## src/rtl/calc_pkg.sv

```systemverilog
// Shared op codes, FSM encodings and width default for the X engine.
package calc_pkg;

    localparam int W_DEFAULT = 6;

    localparam logic [2:0] OP_LOAD_SW = 3'd0;
    localparam logic [2:0] OP_ADD     = 3'd1;
    localparam logic [2:0] OP_SUB     = 3'd2;
    localparam logic [2:0] OP_AND     = 3'd3;
    localparam logic [2:0] OP_OR      = 3'd4;
    localparam logic [2:0] OP_XOR     = 3'd5;
    localparam logic [2:0] OP_SHL     = 3'd6;
    localparam logic [2:0] OP_MUL     = 3'd7;

    typedef enum logic [1:0] {
        ST_IDLE = 2'd0,
        ST_EXEC = 2'd1,
        ST_MUL  = 2'd2
    } state_t;

endpackage

```

## src/rtl/calc_x_engine_if.sv

```systemverilog
// Button/operand/result bundle between the panel side and the X engine.
interface calc_x_engine_if
    import calc_pkg::*;
#(
    parameter int W = W_DEFAULT
);
    logic         btn_exec;
    logic         btn_enter;
    logic [2:0]   op;
    logic [W-1:0] sw_val;
    logic [W-1:0] y_in;
    logic [W-1:0] x_out;
    logic         load_y;
    logic         busy;
    logic         ovf;

    modport master (
        output btn_exec, btn_enter, op, sw_val, y_in,
        input  x_out, load_y, busy, ovf
    );

    modport slave (
        input  btn_exec, btn_enter, op, sw_val, y_in,
        output x_out, load_y, busy, ovf
    );
endinterface

```

## src/rtl/calc_x_engine_btn_edge_sync.sv

```systemverilog
// Two-flop synchroniser plus registered rising-edge pulse for a raw button.
module btn_edge_sync (
    input  logic clk,
    input  logic reset,
    input  logic raw,
    output logic pulse
);
    logic s1, s2, s3;

    always_ff @(posedge clk or posedge reset) begin
        if (reset) begin
            s1    <= 1'b0;
            s2    <= 1'b0;
            s3    <= 1'b0;
            pulse <= 1'b0;
        end else begin
            s1    <= raw;
            s2    <= s1;
            s3    <= s2;
            pulse <= s2 & ~s3;
        end
    end
endmodule

```

## src/rtl/calc_x_engine.sv

```systemverilog
// X accumulator engine: ALU ops on (X,Y), shift-add multiply, load_y issue.
// Optional saturation of overflowing results via `define CALC_SAT_EN.
module calc_x_engine
    import calc_pkg::*;
#(
    parameter int W = W_DEFAULT
) (
    input  logic            clk,
    input  logic            reset,
    calc_x_engine_if.slave  bus
);
    localparam int CW = $clog2(W);

    logic exec_p, enter_p;

    btn_edge_sync u_exec (
        .clk   (clk),
        .reset (reset),
        .raw   (bus.btn_exec),
        .pulse (exec_p)
    );

    btn_edge_sync u_enter (
        .clk   (clk),
        .reset (reset),
        .raw   (bus.btn_enter),
        .pulse (enter_p)
    );

    state_t         state;
    logic [2:0]     op_q;
    logic [W-1:0]   a_q, b_q, sw_q;
    logic [W-1:0]   x_q;
    logic           load_q, ovf_q;
    logic [2*W-1:0] mcand, acc;
    logic [W-1:0]   mplier;
    logic [CW-1:0]  cnt;

    logic [W:0]     sum, dif;
    logic [W-1:0]   alu_res;
    logic           alu_ovf;
    logic [2*W-1:0] acc_nxt;
    logic           mul_ovf;
    logic [W-1:0]   mul_res;

    always_comb begin
        sum     = {1'b0, a_q} + {1'b0, b_q};
        dif     = {1'b0, a_q} - {1'b0, b_q};
        alu_res = '0;
        alu_ovf = 1'b0;
        unique case (op_q)
            OP_LOAD_SW: alu_res = sw_q;
            OP_ADD: begin
                alu_res = sum[W-1:0];
                alu_ovf = sum[W];
`ifdef CALC_SAT_EN
                if (sum[W]) alu_res = '1;
`endif
            end
            OP_SUB: begin
                alu_res = dif[W-1:0];
                alu_ovf = dif[W];
`ifdef CALC_SAT_EN
                if (dif[W]) alu_res = '0;
`endif
            end
            OP_AND: alu_res = a_q & b_q;
            OP_OR:  alu_res = a_q | b_q;
            OP_XOR: alu_res = a_q ^ b_q;
            OP_SHL: begin
                alu_res = {a_q[W-2:0], 1'b0};
                alu_ovf = a_q[W-1];
`ifdef CALC_SAT_EN
                if (a_q[W-1]) alu_res = '1;
`endif
            end
            OP_MUL: alu_res = '0;
        endcase
    end

    // One partial product per MUL cycle; the last cycle's sum is the product.
    always_comb begin
        acc_nxt = acc + (mplier[0] ? mcand : '0);
        mul_ovf = |acc_nxt[2*W-1:W];
        mul_res = acc_nxt[W-1:0];
`ifdef CALC_SAT_EN
        if (mul_ovf) mul_res = '1;
`endif
    end

    always_ff @(posedge clk or posedge reset) begin
        if (reset) begin
            state  <= ST_IDLE;
            op_q   <= OP_LOAD_SW;
            a_q    <= '0;
            b_q    <= '0;
            sw_q   <= '0;
            x_q    <= '0;
            load_q <= 1'b0;
            ovf_q  <= 1'b0;
            mcand  <= '0;
            mplier <= '0;
            acc    <= '0;
            cnt    <= '0;
        end else begin
            load_q <= 1'b0;
            unique case (state)
                ST_IDLE: begin
                    if (exec_p) begin
                        op_q   <= bus.op;
                        a_q    <= x_q;
                        b_q    <= bus.y_in;
                        sw_q   <= bus.sw_val;
                        mcand  <= {{W{1'b0}}, x_q};
                        mplier <= bus.y_in;
                        acc    <= '0;
                        cnt    <= '0;
                        state  <= (bus.op == OP_MUL) ? ST_MUL : ST_EXEC;
                    end else if (enter_p) begin
                        load_q <= 1'b1;
                    end
                end
                ST_EXEC: begin
                    x_q   <= alu_res;
                    ovf_q <= alu_ovf;
                    state <= ST_IDLE;
                end
                ST_MUL: begin
                    acc    <= acc_nxt;
                    mcand  <= mcand << 1;
                    mplier <= mplier >> 1;
                    cnt    <= cnt + 1'b1;
                    if (cnt == CW'(W - 1)) begin
                        x_q   <= mul_res;
                        ovf_q <= mul_ovf;
                        state <= ST_IDLE;
                    end
                end
                default: state <= ST_IDLE;
            endcase
        end
    end

    assign bus.x_out  = x_q;
    assign bus.load_y = load_q;
    assign bus.ovf    = ovf_q;
    assign bus.busy   = (state != ST_IDLE);
endmodule

```

## src/flat_wrapper.sv

```systemverilog
// flat-port wrapper written by rule: the top's interface ports become plain ports
module calc_x_engine_flat import calc_pkg::*;
#(
    parameter int W = W_DEFAULT
)
  (clk, reset, bus_btn_exec, bus_btn_enter, bus_op, bus_sw_val, bus_y_in, bus_x_out, bus_load_y, bus_busy, bus_ovf);
  calc_x_engine_if #(.W(W)) bus_i ();
  input  logic clk;
  input  logic reset;
  input wire logic [$bits(bus_i.btn_exec)-1:0] bus_btn_exec;
  input wire logic [$bits(bus_i.btn_enter)-1:0] bus_btn_enter;
  input wire logic [$bits(bus_i.op)-1:0] bus_op;
  input wire logic [$bits(bus_i.sw_val)-1:0] bus_sw_val;
  input wire logic [$bits(bus_i.y_in)-1:0] bus_y_in;
  output wire logic [$bits(bus_i.x_out)-1:0] bus_x_out;
  output wire logic [$bits(bus_i.load_y)-1:0] bus_load_y;
  output wire logic [$bits(bus_i.busy)-1:0] bus_busy;
  output wire logic [$bits(bus_i.ovf)-1:0] bus_ovf;
  assign bus_i.btn_exec = bus_btn_exec;
  assign bus_i.btn_enter = bus_btn_enter;
  assign bus_i.op = bus_op;
  assign bus_i.sw_val = bus_sw_val;
  assign bus_i.y_in = bus_y_in;
  assign bus_x_out = bus_i.x_out;
  assign bus_load_y = bus_i.load_y;
  assign bus_busy = bus_i.busy;
  assign bus_ovf = bus_i.ovf;
  calc_x_engine #(.W(W)) u_core (.clk(clk), .reset(reset), .bus(bus_i));
endmodule
```

## config.mk

```make
export PLATFORM = sky130hd
export DESIGN_NAME = calc_x_engine_flat
export DESIGN_NICKNAME = d
export VERILOG_FILES = /design/src/rtl/calc_pkg.sv /design/src/rtl/calc_x_engine_if.sv /design/src/rtl/calc_x_engine_btn_edge_sync.sv /design/src/rtl/calc_x_engine.sv /design/src/flat_wrapper.sv
export SDC_FILE = /design/constraint.sdc
export NUM_CORES = 1
export LEC_CHECK = 0
export CORE_ASPECT_RATIO = 1.2
export CORE_UTILIZATION = 29
export DETAILED_ROUTE_END_ITERATION = 10
export PLACE_DENSITY = 0.46
export SLEW_MARGIN = 20
export SYNTH_ARGS = -nofsm -noshare
export SYNTH_HDL_FRONTEND = slang
export SYNTH_HIERARCHICAL = 1
export SYNTH_SLANG_ARGS = --single-unit
```

## constraint.sdc

```tcl
create_clock -name clk -period 3.4 [get_ports clk]
set_clock_uncertainty 0.15 [all_clocks]
set_input_delay 0.68 -clock clk [delete_from_list [all_inputs] [get_ports clk]]
set_output_delay 0.68 -clock clk [all_outputs]
set_load 0.1 [all_outputs]
```

==> After elaboration in Yosys (flattened, before gate mapping) <==
Cells that the tools add are included.
{ "classes": {"add_sub_neg": 4, "eq_ne": 13, "muxes": 22, "n_bitwise": 7, "n_reduce_logical": 10} }
{ "ops": {"columns": ["cell", "count"], "rows": [
  ["$pmux W12 S2", 2],
  ["$pmux W6 S8", 1],
  ["$mux W12", 3],
  ["$pmux W6 S2", 2],
  ["$eq A3 B3 Y1 const B", 6],
  ["$add A12 B12 Y12", 1],
  ["$mux W6", 2],
  ["$reduce_and A2 Y1", 4],
  ["$add A6 B6 Y7", 1],
  ["$sub A6 B6 Y7", 1],
  ["$and A6 B6 Y6", 1],
  ["$eq A3 B2 Y1 const B", 2],
  ["$mux W2", 3],
  ["$or A6 B6 Y6", 1],
  ["$pmux W3 S2", 1],
  ["$reduce_bool A2 Y1", 3],
  ["$reduce_or A6 Y1", 1],
  ["$xor A6 B6 Y6", 1],
  ["$mux W1", 4],
  ["$pmux W2 S2", 1],
  ["$add A3 B1 Y3 const B", 1],
  ["$eq A3 B1 Y1 const B", 1],
  ["$logic_not A3 Y1", 1],
  ["$mux W3", 1],
  ["9 further kinds", 11]
]} }
{ "totals": {"register_bits": 72, "in_bits": 19, "out_inout_bits": 9, "elab_cells": 76} }

==> Longest topological paths before layout <==
{ "logic_depth": {"word_depth": 5, "depth_mapped": 10, "ltp_nobuf": 10} }

==> Modules after synthesis <==
Netlist, hierarchy kept.
{ "modules_own_cells": {"columns": ["module", "n_inst", "cells_each", "area_each_um2", "seq_area_each_um2"], "rows": [
  ["calc_x_engine", 1, 467, 4102.7, 1601.5],
  ["btn_edge_sync", 2, 6, 117.6, 100.1]
]} }

==> Worst setup path after synthesis <==
OpenSTA, ideal clock, no wires.
{ "synth_path": {"path_type": "reg2reg", "from": "reg u_core.mplier[0]", "to": "reg u_core.ovf_q (netlist: u_core/bus.ovf)", "setup_ps": 140, "arrival_ps": 2125, "required_time_ps": 3110, "path_slack_ps": 985, "stages_incl_launch_ff": 11, "path_buffers": 2, "period_less_slack_ps": 2415, "cell_sequence": "dfrtp_1 clkbuf_1 and2_1 ha_1 buf_2 nor2_1 o31ai_1 nor4b_1 a211oi_1 o2111a_1 a31oi_1"} }
{ "synth_between": {"elab_chain_cells": 5} }
{ "synth_lines": {"columns": ["element", "line", "rtl"], "rows": [
  ["from (decl)", "calc_x_engine.sv:36", "logic [W-1:0] mplier;"],
  ["from (signal assigned)", "calc_x_engine.sv:115", "mplier <= bus.y_in;"],
  ["from (signal assigned)", "calc_x_engine.sv:131", "mplier <= mplier >> 1;"],
  ["$mux W12", "calc_x_engine.sv:83", "acc_nxt = acc + (mplier[0] ? mcand : '0);"],
  ["$add A12 B12 Y12", "calc_x_engine.sv:83", null],
  ["$reduce_or A6 Y1", "calc_x_engine.sv:84", "mul_ovf = |acc_nxt[2*W-1:W];"],
  ["$mux W1", "calc_x_engine.sv:133", "if (cnt == CW'(W - 1)) begin"],
  ["$pmux W1 S2", "calc_x_engine.sv:107", "unique case (state)"],
  ["to (signal assigned)", "calc_x_engine.sv:125", "ovf_q <= alu_ovf;"],
  ["to (signal assigned)", "calc_x_engine.sv:135", "ovf_q <= mul_ovf;"],
  ["to (decl)", "calc_x_engine.sv:34", "logic load_q, ovf_q;"]
]} }
Every way passes these cells. The select of a mux whose other input is x is not followed.
A chain may end at the register's enable or synchronous reset.

==> Worst setup path after layout <==
Ends and elaborated chain as after synthesis.

==> summary.txt <==
Job
  • Max cap viols: 0

Power
  • Areal power density over the cells: 793 nW/um2
  • Maximum vdd ir drop: 0.000383 V
  • Reported leakage power: 2.33 nW

Global route
  • Wire length of the first global-routing pass: 18300 um
  • Total global routing overflow: 0
  • Vias in the first global route: 3532
  • Global router's overall resource usage: between 15 and 20%
  • Number of antenna violations at the first check in global routing: 0
  • Maximum number of pins on one net before global-route repair: 65

Floorplanning
  • Die extent in x: 114 um
  • Die Footprint: 15500 um2
  • Initial standard-cell utilization of the core: 30.0%
  • Chip height: approximately 140 um
  • Total I/O pin count: 28
  • Number of cell rows: 48
  • Core area: 14500 um2

Clocking
  • H-tree lvl count: 3
  • Setup fix buffers added after clock tree synthesis: 0
  • Clock sink count: 72
  • CTS root buf: sky130_fd_sc_hd__clkbuf_16
  • Max Buffers Root-to-Sink: 2
  • Number of buffers added by the clock tree synthesis step: 9
  • Worst-Skew Late Latency: roughly 0.35 ns
  • CTS tree: yes
  • PostCTS Resize Cnt: 0
  • Number of buffers added to fix hold violations after cts: 0
  • Worst-path clk slew: about 0.06 ns

Timing
  • Final max-slew violation count: 0
  • Time the final worst path needs with I/O delays and setup: 2.74 ns
  • Hold Worst Slack: slightly below 0.2 ns
  • Final total negative setup slack: 0 ns
  • Highest clock rate: 365 MHz
  • Fin worst setup slack: 0.659 ns
  • Number of failing hold endpoints at the final stage: 0
  • Final setup violating endpoints: 0
  • Unrepaired setup endpoints after global routing: false
  • Transition at the pin with the smallest max-transition slack: roughly 0.54 ns
  • Period utilization: 80.6%
  • Relative slew margins: 64.1%

Yosys
  • Post-synthesis register bit count: 72
  • Cell variety after synth: between 60 and 70
  • Post-synthesis cell area: 4340 um2
  • Post-synth top area share: 41.5%
  • Count of flip-flops with a built-in enable after synthesis: 0
  • FFs w/ async S/R, synth: 100%
  • Number of instances in the synthesized netlist: between 400 and 500
  • Yosys warning total: 6
  • Sequential fraction of the synthesis area: 41.5%
  • Leading cell types by total area after synthesis: sky130_fd_sc_hd__dfrtp_1, sky130_fd_sc_hd__ha_1, sky130_fd_sc_hd__nand2_1, sky130_fd_sc_hd__o21ai_1, sky130_fd_sc_hd__inv_1
  • Synthesized netlist net count: 532
  • Mean cell area of the mapped netlist: 9.06 um2
  • Predominant post-synthesis flop cell: sky130_fd_sc_hd__dfrtp_1
  • Most area-hungry cell type in the Yosys netlist: sky130_fd_sc_hd__dfrtp_1

Worst setup path
  • Reg2Reg Depth: 10
  • Worst Setup Start Kind: flip-flop
  • Critical setup path kind: reg2reg
  • Endpoint required time on the critical path: ~3.5 ns
  • Arrival @ worst endpoint: 2.79 ns
  • Flop-to-flop setup slack: 0.66 ns
  • Critical path fanouts, max: 13
  • Worst setup EP type: flip-flop

Cells and area
  • Multi-input gate area: 2310 um2
  • FF/Latch Area: around 1800 um2
  • Growth of design area from synthesis to finish: 17.4%
  • Layout cell share with drive strength beyond 1: 7.75%
  • Number of filler cells placed in the layout: 1521
  • Final #Nets: 551
  • Count of inserted antenna diode cells: 0

Min path
  • Min-Delay Path Class: reg2reg
  • Instance count along the most critical hold path: 0

Status
  • Status: completed

Route
  • First-pass DRT Iterations: 4
  • Count of routing violations after the opening detailed-route iteration: 179
  • Routed wire per std cell: approximately 16 um
  • Post-route DRC: 0
  • Total number of vias: 3455
  • DRT antenna net count: 0
  • Detailed-route wire length: 11000 um
  • Via density: 4.91

Placed design
  • Minimum setup slack after placement: 0.632 ns
  • Half-perimeter wire length after detailed placement: 8130 um
  • # port buffers: 27
  • Final weighted congestion in routability-driven placement: 0.811
[worst max-delay path, stage by stage (launching register included)]
cell and delay (ns):
sky130_fd_sc_hd__dfrtp_1 0.54, sky130_fd_sc_hd__and2_1 0.18, sky130_fd_sc_hd__ha_1 0.17, sky130_fd_sc_hd__inv_1 0.05, sky130_fd_sc_hd__fa_1 0.40, sky130_fd_sc_hd__nor2b_1 0.21
sky130_fd_sc_hd__o31ai_1 0.11, sky130_fd_sc_hd__nor4b_1 0.15, sky130_fd_sc_hd__a211oi_1 0.31, sky130_fd_sc_hd__o2111a_1 0.23, sky130_fd_sc_hd__a31oi_1 0.09
[power breakdown]
part / switching, W / leakage [nW] / total [W] / internal (W)
combinational: 0.00112 / 1.28 / 0.00173 / 0.000613
clock: 0.000398 / 0.139 / 0.000970 / 0.000572
sequential: 0.000243 / 0.910 / 0.00134 / 0.00109
total: 0.00176 / 2.33 / 0.00404 / 0.00228
[registers in the layout (all words and copies together) (netlist names), 2 cells and up]
signal            count
u_core/sw_q           6
u_core/mcand         12
u_core/mplier         6
u_core/a_q            6
u_core/cnt            3
u_core/b_q            6
u_core/bus.x_out      6
u_core/state          2
u_core/acc           12
u_core/op_q           3
[metrics by stage]
stage	utilization, %	instances	power (W)	cell area [um2]
2_1_floorplan	-	479	0.00261	4340
3_3_place_gp	33.1	687	0.00308	4800
3_5_place_dp	33.1	687	0.00309	4800
4_1_cts	35.2	703	0.00408	5090
5_1_grt	35.2	703	0.00430	5090
6_report	35.2	703	0.00404	5090
[placed cells by master, fill, tap and decap left out, types with 4 or more instances in the layout]
cell,n
sky130_fd_sc_hd__a211oi_1,7
sky130_fd_sc_hd__nor2b_1,5
sky130_fd_sc_hd__mux2i_1,8
sky130_fd_sc_hd__xor2_1,6
sky130_fd_sc_hd__a21o_1,4
sky130_fd_sc_hd__nand3_1,8
sky130_fd_sc_hd__a22oi_1,9
sky130_fd_sc_hd__o221ai_1,4
sky130_fd_sc_hd__inv_1,30
sky130_fd_sc_hd__dfrtp_1,72
sky130_fd_sc_hd__and2_1,11
sky130_fd_sc_hd__clkbuf_16,9
sky130_fd_sc_hd__a21oi_1,22
sky130_fd_sc_hd__nand2_1,83
sky130_fd_sc_hd__buf_4,15
sky130_fd_sc_hd__ha_1,31
sky130_fd_sc_hd__nor2_1,21
sky130_fd_sc_hd__xnor2_1,5
sky130_fd_sc_hd__o21a_1,4
sky130_fd_sc_hd__nor3_1,5
sky130_fd_sc_hd__a31oi_1,9
sky130_fd_sc_hd__mux2_1,7
sky130_fd_sc_hd__clkdlybuf4s50_1,18
sky130_fd_sc_hd__o21ai_0,8
sky130_fd_sc_hd__o21ai_1,27
sky130_fd_sc_hd__o22ai_1,8
sky130_fd_sc_hd__nor4_1,4
[routing by layer]
metal	global-route usage, %	vias up	wire [um]
met3	2.59	11	302
met1	19.2	1682	5070
met5	0	-	0
met4	6.43	0	170
li1	-	1717	-
met2	26.6	45	5500
[cell type report]
cell class                      instances  share of cell area (%)
Clock buffer                           10                    4.50
Timing Repair Buffer                   34                    6.14
Clock inverter                          6                    1.33
Tap cell                              200                    4.91
Multi-Input combinational cell        348                    45.3
Sequential cell                        72                    35.4
Inverter                               33                    2.43
[path summary, 6_finish.rpt]
| kind | startpoint | end |
|---|---|---|
| setup / recovery | u_core/mplier[0]$_DFFE_PP0P_ | u_core/bus.ovf$_DFFE_PP0P_ |
| min in group asynchronous | reset | u_core/u_enter/pulse$_DFF_PP0_ |
| setup reg to reg | u_core/mplier[0]$_DFFE_PP0P_ | u_core/bus.ovf$_DFFE_PP0P_ |
| hold / removal | u_core/u_enter/s1$_DFF_PP0_ | u_core/u_enter/s2$_DFF_PP0_ |
| max in group asynchronous | reset | u_core/acc[3]$_DFFE_PP0P_ |
| hold reg to reg | u_core/u_enter/s1$_DFF_PP0_ | u_core/u_enter/s2$_DFF_PP0_ |
[synthesized netlist by cell type (5+ instances only)]
library cell and number:
sky130_fd_sc_hd__xnor2_1 5, sky130_fd_sc_hd__nor3_1 5, sky130_fd_sc_hd__clkbuf_1 15, sky130_fd_sc_hd__nand3_1 8
sky130_fd_sc_hd__and2_1 11, sky130_fd_sc_hd__a211oi_1 7, sky130_fd_sc_hd__mux2_1 7, sky130_fd_sc_hd__a31oi_1 9
sky130_fd_sc_hd__nand2_1 83, sky130_fd_sc_hd__a21oi_1 22, sky130_fd_sc_hd__a22oi_1 9, sky130_fd_sc_hd__mux2i_1 8
sky130_fd_sc_hd__o21ai_0 8, sky130_fd_sc_hd__nor2_1 22, sky130_fd_sc_hd__o21ai_1 27, sky130_fd_sc_hd__xor2_1 6
sky130_fd_sc_hd__ha_1 31, sky130_fd_sc_hd__o22ai_1 8, sky130_fd_sc_hd__buf_2 7, sky130_fd_sc_hd__inv_1 31
sky130_fd_sc_hd__dfrtp_1 72, sky130_fd_sc_hd__nor2b_1 6
[kinds of logic (layout without fill, tap and decap cells)]
kind of cell / count (synthesis) / count (layout) / share of synthesized area, %
AND/OR/NAND/NOR: 157 / 157 / 16.8
AO/OA/AOI/OAI: 131 / 131 / 20.0
flip-flops: 72 / 72 / 41.5
buffers and inverters: 59 / 83 / 5.48
adder cells (fa/ha/maj): 34 / 34 / 10.3
multiplexers: 15 / 15 / 3.66
XOR/XNOR: 11 / 11 / 2.22
Power figures use the tool's default switching activity.
